File: src/rtl/spi_reg_pkg.sv
// Shared types and constants for the SPI register-burst engine.
//   state_e        : frame FSM states
//   CMD_W / RW_BIT : command byte width and position of the read/write flag
//   CntW           : bit-counter width (covers words up to 32 bits)
//   sample_on_rise : SPI mode -> which spi_clk edge samples MOSI
package spi_reg_pkg;

  typedef enum logic [1:0] {
    StIdle,
    StCmd,
    StWrData,
    StRdData
  } state_e;

  localparam int unsigned CMD_W  = 8;
  localparam int unsigned RW_BIT = 7;
  localparam int unsigned CntW   = 6;

  // mode = {CPOL, CPHA}; modes 0 and 3 sample on the rising edge.
  function automatic logic sample_on_rise(input logic [1:0] mode);
    return ~(mode[1] ^ mode[0]);
  endfunction

endpackage

File: src/rtl/spi_edge_det.sv
// Registered edge detector for one (already synchronous) SPI pin.
//   clk_i  : system clock
//   rst_ni : asynchronous active-low reset; history register resets to RST_VAL
//   ena_i  : when low the history register holds and no edges are reported
//   sig_i  : input level
//   pos_o  : one-cycle pulse on a 0->1 transition
//   neg_o  : one-cycle pulse on a 1->0 transition
module spi_edge_det #(
  parameter logic RST_VAL = 1'b0
) (
  input  logic clk_i,
  input  logic rst_ni,
  input  logic ena_i,
  input  logic sig_i,
  output logic pos_o,
  output logic neg_o
);

  logic sig_q;

  always_ff @(posedge clk_i or negedge rst_ni) begin
    if (!rst_ni) begin
      sig_q <= RST_VAL;
    end else if (ena_i) begin
      sig_q <= sig_i;
    end
  end

  assign pos_o = ena_i & sig_i & ~sig_q;
  assign neg_o = ena_i & ~sig_i & sig_q;

endmodule

File: src/rtl/spi_reg_burst.sv
// SPI slave register-access engine with multi-word bursts and address auto-increment.
// An 8-bit command (bit 7 = write, low ADDR_W bits = start address) is followed by any
// number of REG_W-bit data words. During the command byte MISO returns the status byte.
//
// Ports:
//   clk, rstb        : system clock (>= 4x spi_clk), asynchronous active-low reset
//   ena              : global enable; when low all state holds and strobes are low
//   mode             : {CPOL, CPHA}, latched at frame start
//   spi_clk/cs_n/mosi: SPI pins, oversampled in the clk domain
//   spi_miso         : MSB of the transmit shifter
//   reg_addr         : current register address
//   reg_rd           : one-cycle read request; reg_data_i captured on the next clk
//   reg_data_i       : read data
//   reg_data_o       : write data, valid with reg_data_o_dv
//   reg_data_o_dv    : one-cycle write strobe
//   status           : byte shifted out during the command byte
//   frame_active     : high while the FSM is outside IDLE
//   frame_err        : one-cycle pulse when a frame ends mid-word
//
// Build option: define SPI_REG_SYNC_EN to insert 2-flop synchronisers on spi_clk,
// spi_cs_n and spi_mosi (adds 2 clk of latency; clk must then be >= 6x spi_clk).
module spi_reg_burst
  import spi_reg_pkg::*;
#(
  parameter int unsigned ADDR_W   = 7,
  parameter int unsigned REG_W    = 8,
  parameter int unsigned AUTO_INC = 1
) (
  input  logic              clk,
  input  logic              rstb,
  input  logic              ena,
  input  logic [1:0]        mode,
  input  logic              spi_clk,
  input  logic              spi_cs_n,
  input  logic              spi_mosi,
  output logic              spi_miso,
  output logic [ADDR_W-1:0] reg_addr,
  output logic              reg_rd,
  input  logic [REG_W-1:0]  reg_data_i,
  output logic [REG_W-1:0]  reg_data_o,
  output logic              reg_data_o_dv,
  input  logic [7:0]        status,
  output logic              frame_active,
  output logic              frame_err
);

  logic sclk_s, csn_s, mosi_s;

`ifdef SPI_REG_SYNC_EN
  localparam logic SclkRst = 1'b1;
  logic [1:0] sclk_sync_q, csn_sync_q, mosi_sync_q;

  always_ff @(posedge clk or negedge rstb) begin
    if (!rstb) begin
      sclk_sync_q <= 2'b11;
      csn_sync_q  <= 2'b11;
      mosi_sync_q <= 2'b00;
    end else if (ena) begin
      sclk_sync_q <= {sclk_sync_q[0], spi_clk};
      csn_sync_q  <= {csn_sync_q[0], spi_cs_n};
      mosi_sync_q <= {mosi_sync_q[0], spi_mosi};
    end
  end

  assign sclk_s = sclk_sync_q[1];
  assign csn_s  = csn_sync_q[1];
  assign mosi_s = mosi_sync_q[1];
`else
  localparam logic SclkRst = 1'b0;
  assign sclk_s = spi_clk;
  assign csn_s  = spi_cs_n;
  assign mosi_s = spi_mosi;
`endif

  logic sclk_pos, sclk_neg, sof, eof;

  spi_edge_det #(
    .RST_VAL(SclkRst)
  ) u_sclk_det (
    .clk_i (clk),
    .rst_ni(rstb),
    .ena_i (ena),
    .sig_i (sclk_s),
    .pos_o (sclk_pos),
    .neg_o (sclk_neg)
  );

  spi_edge_det #(
    .RST_VAL(1'b1)
  ) u_csn_det (
    .clk_i (clk),
    .rst_ni(rstb),
    .ena_i (ena),
    .sig_i (csn_s),
    .pos_o (eof),
    .neg_o (sof)
  );

  state_e            state_q, state_d;
  logic [CntW-1:0]   cnt_q, cnt_d;
  logic [REG_W-1:0]  rx_q, rx_d, rx_nxt;
  logic [REG_W-1:0]  tx_q, tx_d;
  logic [REG_W-1:0]  pend_q, pend_d;
  logic              load_pend_q, load_pend_d;
  logic [ADDR_W-1:0] addr_q, addr_d;
  logic              inc_q, inc_d;
  logic              rd_q, rd_d;
  logic              dv_q, dv_d;
  logic [REG_W-1:0]  wdata_q, wdata_d;
  logic              err_q, err_d;
  logic [1:0]        mode_q, mode_d;
  logic              sample, change, word_done;
  logic [REG_W-1:0]  stat_word;

  assign sample = sample_on_rise(mode_q) ? sclk_pos : sclk_neg;
  assign change = sample_on_rise(mode_q) ? sclk_neg : sclk_pos;

  always_comb begin
    stat_word = '0;
    stat_word[REG_W-1 -: CMD_W] = status;
  end

  always_comb begin
    state_d     = state_q;
    cnt_d       = cnt_q;
    rx_d        = rx_q;
    tx_d        = tx_q;
    pend_d      = pend_q;
    load_pend_d = load_pend_q;
    addr_d      = addr_q;
    inc_d       = 1'b0;
    rd_d        = 1'b0;
    dv_d        = 1'b0;
    wdata_d     = wdata_q;
    err_d       = 1'b0;
    mode_d      = mode_q;
    word_done   = 1'b0;
    rx_nxt      = {rx_q[REG_W-2:0], mosi_s};

    // Write address advances the cycle after the strobe so dv carries the old address.
    if (inc_q) begin
      addr_d = addr_q + ADDR_W'(1);
    end

    if (change && state_q != StIdle) begin
      if (load_pend_q) begin
        tx_d        = pend_q;
        load_pend_d = 1'b0;
      end else begin
        tx_d = {tx_q[REG_W-2:0], 1'b0};
      end
    end

    // reg_rd was visible last cycle: its data is on reg_data_i now.
    if (rd_q) begin
      pend_d      = reg_data_i;
      load_pend_d = 1'b1;
    end

    unique case (state_q)
      StIdle: begin
      end
      StCmd: begin
        if (sample) begin
          rx_d = rx_nxt;
          if (cnt_q == CntW'(CMD_W - 1)) begin
            cnt_d     = '0;
            word_done = 1'b1;
            addr_d    = rx_nxt[ADDR_W-1:0];
            if (rx_nxt[RW_BIT]) begin
              state_d = StWrData;
            end else begin
              state_d = StRdData;
              rd_d    = 1'b1;
            end
          end else begin
            cnt_d = cnt_q + CntW'(1);
          end
        end
      end
      StWrData: begin
        if (sample) begin
          rx_d = rx_nxt;
          if (cnt_q == CntW'(REG_W - 1)) begin
            cnt_d     = '0;
            word_done = 1'b1;
            wdata_d   = rx_nxt;
            dv_d      = 1'b1;
            inc_d     = (AUTO_INC != 0);
          end else begin
            cnt_d = cnt_q + CntW'(1);
          end
        end
      end
      StRdData: begin
        if (sample) begin
          rx_d = rx_nxt;
          if (cnt_q == CntW'(REG_W - 1)) begin
            cnt_d     = '0;
            word_done = 1'b1;
            rd_d      = 1'b1;
            if (AUTO_INC != 0) begin
              addr_d = addr_q + ADDR_W'(1);
            end
          end else begin
            cnt_d = cnt_q + CntW'(1);
          end
        end
      end
      default: state_d = StIdle;
    endcase

    if (eof) begin
      // A word finishing on the same cycle as EOF still counts as complete.
      if (state_q != StIdle && !word_done && (state_q == StCmd || cnt_q != '0)) begin
        err_d = 1'b1;
      end
      state_d     = StIdle;
      cnt_d       = '0;
      load_pend_d = 1'b0;
      rd_d        = 1'b0;  // no prefetch for a word that will never be clocked out
    end

    // SOF also restarts a frame that never saw its EOF.
    if (sof) begin
      state_d     = StCmd;
      cnt_d       = '0;
      mode_d      = mode;
      tx_d        = stat_word;
      pend_d      = stat_word;
      load_pend_d = mode[0];  // CPHA=1: first change edge presents the status MSB
      rd_d        = 1'b0;
      dv_d        = 1'b0;
      inc_d       = 1'b0;
    end
  end

  always_ff @(posedge clk or negedge rstb) begin
    if (!rstb) begin
      state_q     <= StIdle;
      cnt_q       <= '0;
      rx_q        <= '0;
      tx_q        <= '0;
      pend_q      <= '0;
      load_pend_q <= 1'b0;
      addr_q      <= '0;
      inc_q       <= 1'b0;
      rd_q        <= 1'b0;
      dv_q        <= 1'b0;
      wdata_q     <= '0;
      err_q       <= 1'b0;
      mode_q      <= 2'b00;
    end else if (ena) begin
      state_q     <= state_d;
      cnt_q       <= cnt_d;
      rx_q        <= rx_d;
      tx_q        <= tx_d;
      pend_q      <= pend_d;
      load_pend_q <= load_pend_d;
      addr_q      <= addr_d;
      inc_q       <= inc_d;
      rd_q        <= rd_d;
      dv_q        <= dv_d;
      wdata_q     <= wdata_d;
      err_q       <= err_d;
      mode_q      <= mode_d;
    end
  end

  // Strobe registers hold while disabled; gating keeps them from lingering on the pins.
  assign reg_rd        = rd_q & ena;
  assign reg_data_o_dv = dv_q & ena;
  assign frame_err     = err_q & ena;
  assign reg_data_o    = wdata_q;
  assign reg_addr      = addr_q;
  assign spi_miso      = tx_q[REG_W-1];
  assign frame_active  = (state_q != StIdle);

endmodule

File: config.mk
export PLATFORM = sky130hd
export DESIGN_NAME = spi_reg_burst
export DESIGN_NICKNAME = d
export VERILOG_FILES = /design/src/rtl/spi_reg_pkg.sv /design/src/rtl/spi_edge_det.sv /design/src/rtl/spi_reg_burst.sv
export SDC_FILE = /design/constraint.sdc
export NUM_CORES = 1
export LEC_CHECK = 0
export ABC_AREA = 1
export CAP_MARGIN = 25
export CORE_MARGIN = 2
export CORE_UTILIZATION = 45
export CTS_CLUSTER_DIAMETER = 120
export DETAILED_ROUTE_END_ITERATION = 8
export DONT_BUFFER_PORTS = 1
export SKIP_LAST_GASP = 1
export SYNTH_ARGS = -nofsm -noshare
export SYNTH_HDL_FRONTEND = slang
export SYNTH_HIERARCHICAL = 1
export SYNTH_SLANG_ARGS = --single-unit
export TNS_END_PERCENT = 30
File: constraint.sdc
create_clock -name clk -period 1.4 [get_ports clk]
set_input_delay 0.28 -clock clk [delete_from_list [all_inputs] [get_ports clk]]
set_output_delay 0.28 -clock clk [all_outputs]
set_load 0.02 [all_outputs]
==> results.toml, run 1 <==
[timing]
fin_crit_ns = 1.56
setup_viol = 50
fin_setup_tns_ns = -4.08
fmax_mhz = 642
grt_setup_unrepaired = "true"
worst_pin_slew_ns = 0.370
finalCritPeriodShare_pct = 111
slew_headroom_pct = 75.2
finalWorstSetupSlack_ns = -0.158
slew_violations = 0
finalHoldViolations = 54
timing.hold.ws_ns = -0.352
fin_worst_skew_ns = 0.00802

[critical_path]
cp_slowest_cell = "dfrtp_1"
worst_setup_path_start_kind = "flop"
critPathKind = "flop to flop"
slowest_delay_ns = 0.39
required_ns = 1.62
reg2reg_from = "cnt_q[4]"
timing.rr.end = "reg_addr[2]"
endpoint_kind = "flop"
path_common_cell = "nand2_1"
ff2ff_setup_slack_ns = -0.16
cp.arrival_ns = 1.78
path_max_fanout = 4
r2r_cells = 11
cp_cell_sequence = "nor2_1 > nand2_1 > nor2_4 > nand3_4 > buf_6 > nand2_4 > nand2_1 > nand2_1 > nand3_2 > nand2_1 > inv_1"

[detailed_routing]
drt_iter0_markers = 134
first_pass_iters = 4
via_per_inst = 5.08
wirelength_um = 7630
drc = 0
num_vias = 2786
postRouteAntennaNets = 0
routedWlPerCell_um = 13.9

[global_route]
gr-usage-met2_pct = 34.1
grt_usage_pct = 21.8
grt-ovfl-total = 0
antenna_found_initial = 0
busiest_layer = "met2"
use_met1_pct = 31.6
grt_max_degree = 55
grt_pass1_wl_um = 12900
use_met3_pct = 3.75
grt_pass1_vias = 2727

[placement]
dp_slack_ns = -0.147
place_hpwl_um = 5180
post-place-cells = 519
io_buffers = 0
gp_congestion = 0.834

[cts]
cts_buffers = 5
cts_htree_levels = 2
cts_num_sinks = 54
clock_path_buffers = 2
clkSlewWorstSetupHoldPaths_ns = 0.11
cts-root-buf = "clkbuf_8"
cts_tree = "built"
clock_latency_ns = 0.31

[cells_and_area]
seqCellArea_mm2 = 0.00136
layout_commonest_cell = "nand2_1"
n_antenna_cell = 0
fin_cells = 548
area_growth_pct = 33.3
utilization_pct = 62.7
final_cell_mix = "96 x nand2_1, 55 x buf_4, 51 x dfrtp_1"
multi_input_area_mm2 = 0.00169
drive_gt1_share_pct = 31.8
fillers = 557
nets = 497

[run]
drv_cap = 0

[floorplan]
fp.dieH_um = 85.9
rows = 29
initial_core_util_pct = 47.0
dieArea_mm2 = 0.00738
core_area_mm2 = 0.00642
pin_count = 44
fp.dieW_um = 85.9

[yosys]
ys_seq_area_share_pct = 44.8
synth_edf_count = 0
yosys.area.top_type_share_pct = 43.9
synth_top_cell_by_area = "dfrtp_1"
ys_ff_latch = 54
yosys_warnings = 6
yosysUniqueCellTypes = 32
syn-num-nets = 431
synthArstFlopShare_pct = 100
synth.cell_area_mm2 = 0.00302
synth_cells = 404
avgSynthCellArea_um2 = 7.48
ys.flop_type = "dfrtp_1"
synth_area_leaders = "dfrtp_1 44%, nand2_1 15%, inv_1 6.2%, o21ai_0 5.3%, nor2_1 4.8%"

[power_and_ir_drop]
peakVddDrop_mv = 0.682
total_leakage_power_uw = 0.00194
p_per_area_mw_per_mm2 = 1230

[status]
violations = "negative hold slack, negative setup slack"
status = "complete, but fails checks"

[worst_hold_path]
worst_hold_path_type = "input port to async pin"
how the worst max path moves through the flow:
| stage | start | end | slack [ns] | cells past startpoint |
|---|---|---|---|---|
| global route | cnt_q[1] | reg_addr[2] | -0.29 | 11 |
| detailed placement | u_sclk_det/sig_q | reg_data_o[4] | -0.15 | 10 |
| CTS | cnt_q[0] | reg_addr[2] | -0.17 | 11 |
| floorplan | cnt_q[1] | reg_data_o[6] | -0.08 | 9 |
| global placement | reg_addr[0] | reg_addr[2] | -0.13 | 12 |
| finish | cnt_q[4] | reg_addr[2] | -0.16 | 11 |
Yosys cell counts, types with 2 or more instances:
cell / number
clkbuf_1: 4
a31oi_1: 8
nand3b_1: 3
dfrtp_1: 53
o21ai_2: 9
buf_2: 3
nand2_2: 4
nand4_1: 2
o22ai_1: 2
o21ai_0: 32
o211ai_1: 4
nand3_1: 26
nor3_1: 4
nand2_1: 119
inv_2: 2
inv_1: 50
a21oi_1: 17
nor2_1: 39
buf_6: 2
o21a_1: 7
ha_1: 3
final cells by class:
type                       instances  share of cell area, %
clock buffer                       7                   2.14
clock inverter                     1                  0.218
inverter                          53                   5.22
multi-input combinational        289                   42.0
sequential                        54                   33.7
tap                               77                   2.39
timing repair buffer              66                   14.2
timing repair inverter             1                  0.186
registers in the layout, summed over array words and instances, names as in the netlist:
register and count:
err_q 1, rd_q 1, state_q 2, reg_data_o 8, u_csn_det/sig_q 1, pend_q 8, reg_addr 7, load_pend_q 1
mode_q 2, cnt_q 6, rx_q 7, tx_q 8, dv_q 1, u_sclk_det/sig_q 1
logic make-up after synthesis:
logic type,count (synthesis),synth area share (%)
and+or+nand+nor,202,28.8
DFF,54,44.8
buffers and inverters,63,8.62
muxes,1,0.373
adders and majority gates,3,1.24
AOI/OAI and AO/OA,81,16.2
critical path: cells and delay by family (launching register included):
family / cells / cell delay (ns)
and+or+nand+nor: 9 / 0.90
DFF: 1 / 0.39
buffers and inverters: 2 / 0.18
through the flow:
| stage | hold WS, ns | power [µW] | cell area (µm²) |
|---|---|---|---|
| after floorplan | -0.0156 | 3240 | 3090 |
| after global placement | -0.0142 | 3760 | 3500 |
| after detailed placement | -0.0141 | 3790 | 3500 |
| after CTS | -0.359 | 4800 | 3800 |
| after global routing | -0.365 | 5330 | 4030 |
| final | -0.352 | 4960 | 4030 |
layer usage:
layer,wire (µm),vias up
li1,-,1440
met5,0,-
met2,3370,51
met3,296,7
met1,3870,1288
met4,99,0
timing repair:
action	4_1_cts	5_1_grt
gates resized for setup	23	52
pin swaps	6	15
hold endpoints to repair	54	54
buffers inserted	12	5
gates cloned	3	1
endpoints found under the setup margin	48	54
power by group:
| part | total, µW | internal, µW | switching [µW] |
|---|---|---|---|
| clock network | 958 | 411 | 547 |
| registers | 2190 | 1900 | 291 |
| logic | 1810 | 792 | 1020 |
No activity file was read; power rests on OpenSTA's default activity.
==> inputs of run 2 (changes only) <==
clock period = 1.7 ns   (was 1.4 ns; I/O delays follow)
==> run 2 against run 1 <==
  * The run now ends clean
  * Critical path depth shrank 4
  * First-iteration DRC count is 55% higher
  * Sequential cell count unchanged
  * Clock power decreased by 23%
  * Largest cell class unchanged
  * Cell count shrank 6.6%
  * Clock-buffer cell count is the same
  * Combinational power is 31% lower
  * Global-route usage is 1.9 points lower
  * Fmax fell by 3.8%
  * Total power shrank 24%
  * Via count is 3.7% lower
  * Worst hold slack better by 0.46 ns
  * Critical path type unchanged
==> results.toml, run 2 (synthesis gave the netlist of run 1 again) <==
[floorplan]
pin_count = 44
dieArea_mm2 = 0.00738
core_area_mm2 = 0.00642
initial_core_util_pct = 47.0
fp.dieW_um = 85.9
rows = 29
fp.dieH_um = 85.9

[detailed_routing]
num_vias = 2684
wirelength_um = 7270
via_per_inst = 5.24
drt_iter0_markers = 208
postRouteAntennaNets = 0
drc = 0
first_pass_iters = 4
routedWlPerCell_um = 14.2

[cells_and_area]
nets = 461
seqCellArea_mm2 = 0.00135
utilization_pct = 54.5
fillers = 627
multi_input_area_mm2 = 0.00145
fin_area_mm2 = 0.00350
final_cell_mix = "117 x nand2_1, 53 x dfrtp_1, 49 x inv_1"
n_antenna_cell = 0
drive_gt1_share_pct = 15.6
area_growth_pct = 15.9
layout_commonest_cell = "nand2_1"

[run]
drv_cap = 0

[global_route]
grt-ovfl-total = 0
grt_max_degree = 55
antenna_found_initial = 0
grt_pass1_vias = 2405
grt_usage_pct = 19.9
grt_pass1_wl_um = 11700

[critical_path]
endpoint_kind = "flop"
path_max_fanout = 6
critPathKind = "flop to flop"
required_ns = 1.91
cp.arrival_ns = 1.82
cp_cell_sequence = "nand2_1 > nor2_4 > buf_4 > clkinvlp_2 > o21ai_0 > o21a_1 > a21oi_1"
worst_setup_path_start_kind = "flop"
slowest_delay_ns = 0.56
cp_slowest_cell = "dfstp_2"

[cts]
cts_num_sinks = 54
cts-root-buf = "clkbuf_8"
cts_buffers = 5
cts_tree = "built"
clock_latency_ns = 0.31
clkSlewWorstSetupHoldPaths_ns = 0.10
cts_htree_levels = 2
clock_path_buffers = 2

[timing]
finalHoldViolations = 0
fin_worst_skew_ns = 0.0114
grt_setup_unrepaired = "true"
slew_headroom_pct = 72.9
fin_crit_ns = 1.62
slew_violations = 0
setup_viol = 0
finalCritPeriodShare_pct = 95.2
worst_pin_slew_ns = 0.405
fmax_mhz = 618
finalWorstSetupSlack_ns = 0.0811

[status]
status = "completed"

[placement]
placed_cell_area_mm2 = 0.00320
dp_slack_ns = -0.135
io_buffers = 0
place_hpwl_um = 5000
gp_congestion = 0.846

[worst_hold_path]
worst_hold_path_type = "input port to flop"

[power_and_ir_drop]
p_per_area_mw_per_mm2 = 1070
total_leakage_power_uw = 0.00171
peakVddDrop_mv = 0.522
## run 2: worst max-delay path, delay by kind of cell, from the launching register on
family / cells / cell delay, ns
flops: 1 / 0.56
buf+inv: 2 / 0.38
compound gates: 3 / 0.36
simple gates: 2 / 0.23
## run 2: path summary, 6_finish.rpt
check,slack [ns],to,from,cells after the start
worst min-delay path,0.11,dv_q,ena,1
worst min register to register,0.48,u_csn_det/sig_q,u_csn_det/sig_q,2
worst max register to register,0.08,tx_q[5],u_csn_det/sig_q,7
max in group asynchronous,0.81,u_csn_det/sig_q,rstb,2
min in group asynchronous,0.61,reg_addr[5],rstb,2
worst max-delay path,0.08,tx_q[5],u_csn_det/sig_q,7
## run 2: cell type report
| type | instances | area share [%] |
|---|---|---|
| repair inverters | 1 | 0.143 |
| repair buffers | 32 | 8.90 |
| inverters | 53 | 5.86 |
| clock inverters | 1 | 0.214 |
| flip-flops and latches | 54 | 38.6 |
| well taps | 77 | 2.75 |
| clock buffers | 7 | 2.18 |
| multi-input cells | 287 | 41.3 |
## run 2: per-stage QoR
| stage | cells | setup TNS [ns] | total power (µW) | hold WS, ns |
|---|---|---|---|---|
| after floorplan | 404 | 0 | 2650 | 0.0444 |
| after global placement | 489 | -0.635 | 2930 | 0.0460 |
| after detailed placement | 489 | -1.15 | 2950 | 0.0458 |
| after CTS | 503 | 0 | 3730 | 0.105 |
| after global routing | 512 | -0.338 | 4050 | 0.0986 |
| final | 512 | 0 | 3760 | 0.112 |
## run 2: repair_timing
item                                    in CTS  in global routing
pin swaps                                    1                  6
endpoints found under the hold margin       54                  0
hold buffers                                 2                  0
endpoints found under the setup margin      16                 24
setup buffers                                4                  8
cloned                                       0                  1
gates resized for setup                      1                 19
## run 2: per-layer routing
layer,share of wire (%),GRT usage (%)
met2,45,30.0
met1,49,29.3
met4,0.40,5.05
met5,0,0
met3,5.6,4.14
## run 2: power breakdown
group	internal [µW]	switching (µW)	total, µW
logic	485	759	1240
registers	1560	222	1780
clock network	293	439	733
==> inputs of run 3 (changes only) <==
CORE_MARGIN = 4   (was 2)
==> run 3 against run 2 <==
  * Clock-buffer cell count fell by 1
  * Highest routed layer unchanged
  * First-iteration DRC count fell by 26%
  * Die area rose by 9.5%
  * Clock skew rose by 0.0032 ns
  * Clock power rose by 11%
  * Worst hold slack got worse by 0.010 ns
  * Critical endpoint is now reg_data_o[2]
==> results.toml, run 3 (synthesis gave the netlist of run 1 again) <==
[placement]
gp_congestion = 0.841
placed_cell_area_mm2 = 0.00320
place_hpwl_um = 5020
dp_slack_ns = -0.122
io_buffers = 0

[detailed_routing]
num_vias = 2618
maxUsedRoutingLayer = "met4"
wl_met3_um = 349
via_per_inst = 5.15
drt_iter0_markers = 153
postRouteAntennaNets = 0
first_pass_iters = 5
wl_met1_um = 3580
drc = 0
wl_met2_um = 3030
routedWlPerCell_um = 13.9
wirelength_um = 7040

[critical_path]
worst_setup_path_start_kind = "flop"
slowest_delay_ns = 0.39
endpoint_kind = "flop"
cp.arrival_ns = 1.84
timing.critical_path.from = "cnt_q[0]"
cp_cell_sequence = "ha_1 > nand2_2 > nor2_4 > nand3_4 > clkinv_2 > nand4_4 > buf_12 > nand2_1 > o21ai_2"
critPathKind = "flop to flop"
cp_slowest_cell = "dfrtp_1"
path_max_fanout = 17
required_ns = 1.92
reg2reg_from = "cnt_q[0]"

[cts]
cts-root-buf = "clkbuf_8"
cts_tree = "built"
clock_latency_ns = 0.33
cts_htree_levels = 2
clock_path_buffers = 2
cts_buffers = 5
clkSlewWorstSetupHoldPaths_ns = 0.11
cts_num_sinks = 54

[global_route]
grt_usage_pct = 17.9
grt_max_degree = 55
grt-ovfl-total = 0
antenna_found_initial = 0
grt_pass1_vias = 2452
grt_pass1_wl_um = 12100

[power_and_ir_drop]
total_leakage_power_uw = 0.00170
internal-power_uw = 2380
peakVddDrop_mv = 0.587
switching_share_pct = 37.7
switchingPower_uw = 1440
seq_power_share_pct = 46.7
p_clk_share_pct = 21.3
pwr-share-comb_pct = 32.0
total_power_uw = 3820
p_per_area_mw_per_mm2 = 1100

[floorplan]
initial_core_util_pct = 47.0
pin_count = 44
dieArea_mm2 = 0.00809
fp.dieH_um = 89.9
core_area_mm2 = 0.00642
rows = 29
fp.dieW_um = 89.9

[timing]
fmax_mhz = 617
fin_worst_skew_ns = 0.0146
fin_crit_ns = 1.62
slew_headroom_pct = 75.7
finalCritPeriodShare_pct = 95.3
grt_setup_unrepaired = "true"
finalWorstSetupSlack_ns = 0.0806
setup_viol = 0
worst_pin_slew_ns = 0.362
slew_violations = 0
finalHoldViolations = 0
timing.hold.ws_ns = 0.102

[cells_and_area]
fillers = 614
final_cell_mix = "118 x nand2_1, 53 x dfrtp_1, 49 x inv_1"
nets = 457
fin_area_mm2 = 0.00346
layout_commonest_cell = "nand2_1"
area_growth_pct = 14.6
n_antenna_cell = 0
utilization_pct = 53.9
drive_gt1_share_pct = 14.6

[status]
status = "completed"

[worst_hold_path]
worst_hold_path_type = "input port to flop"
min_from = "ena"

[run]
drv_cap = 0
==> run 3: cell types whose count changed in the layout (fill, tap and decap cells not counted), moves of 2 or more <==
cell / change
buf_6: -3
clkbuf_1: -2
nor2_1: +2
nor2_2: -2
o21ai_0: +3
o21ai_1: -3
==> run 3: layer usage <==
| layer | GRT usage, % | up-vias |
|---|---|---|
| met5 | 0 | - |
| met4 | 4.97 | 0 |
| met3 | 4.17 | 7 |
| met2 | 26.6 | 46 |
| met1 | 26.3 | 1206 |
| li1 | - | 1359 |
==> run 3: repair_timing <==
item | in CTS | in global routing
cloned | 0 | 1
buffers inserted | 3 | 5
pin swaps | 1 | 2
setup endpoints to repair | 19 | 24
endpoints found under the hold margin | 54 | 0
resized for setup | 1 | 6
hold buffers | 2 | 0
==> run 3: cell type report <==
class,count,area [µm²],area share (%)
multi-input combinational,287,1440,41.5
clock buffer,6,82.6,2.39
sequential,54,1350,39.1
timing repair buffer,28,270,7.81
tap,77,96.3,2.78
timing repair inverter,1,5.00,0.145
inverter,53,204,5.89
clock inverter,2,16.3,0.470
==> run 3: power by group through the flow <==
stage	Clock (µW)	Combinational, µW	Sequential, µW
2_1_floorplan	0	824	1820
3_3_place_gp	0	1120	1800
3_5_place_dp	0	1150	1800
4_1_cts	829	1190	1780
5_1_grt	877	1410	1820
6_report	812	1220	1780
==> run 3: critical path: cells and delay by family, from the launching register on <==
kind | cells | cell delay (ns)
simple gates | 5 | 0.57
flops | 1 | 0.39
buf+inv | 2 | 0.31
fa+ha+maj | 1 | 0.19
compound gates | 1 | 0.05
==> run 3: path summary, 6_finish.rpt <==
path                                        end  slack [ns]  depth (start not counted)
min in group asynchronous           reg_addr[4]        0.50                          2
worst min-delay path                       dv_q        0.10                          1
worst max register to register    reg_data_o[2]        0.08                          9
worst min register to register  u_csn_det/sig_q        0.49                          2
worst max-delay path              reg_data_o[2]        0.08                          9
max in group asynchronous       u_csn_det/sig_q        0.89                          2
==> run 3: per-stage QoR <==
stage / instances / TNS [ns]
after floorplan: 404 / 0
after global placement: 489 / -0.855
after detailed placement: 489 / -1.17
after CTS: 502 / 0
after global routing: 508 / -0.614
final: 508 / 0
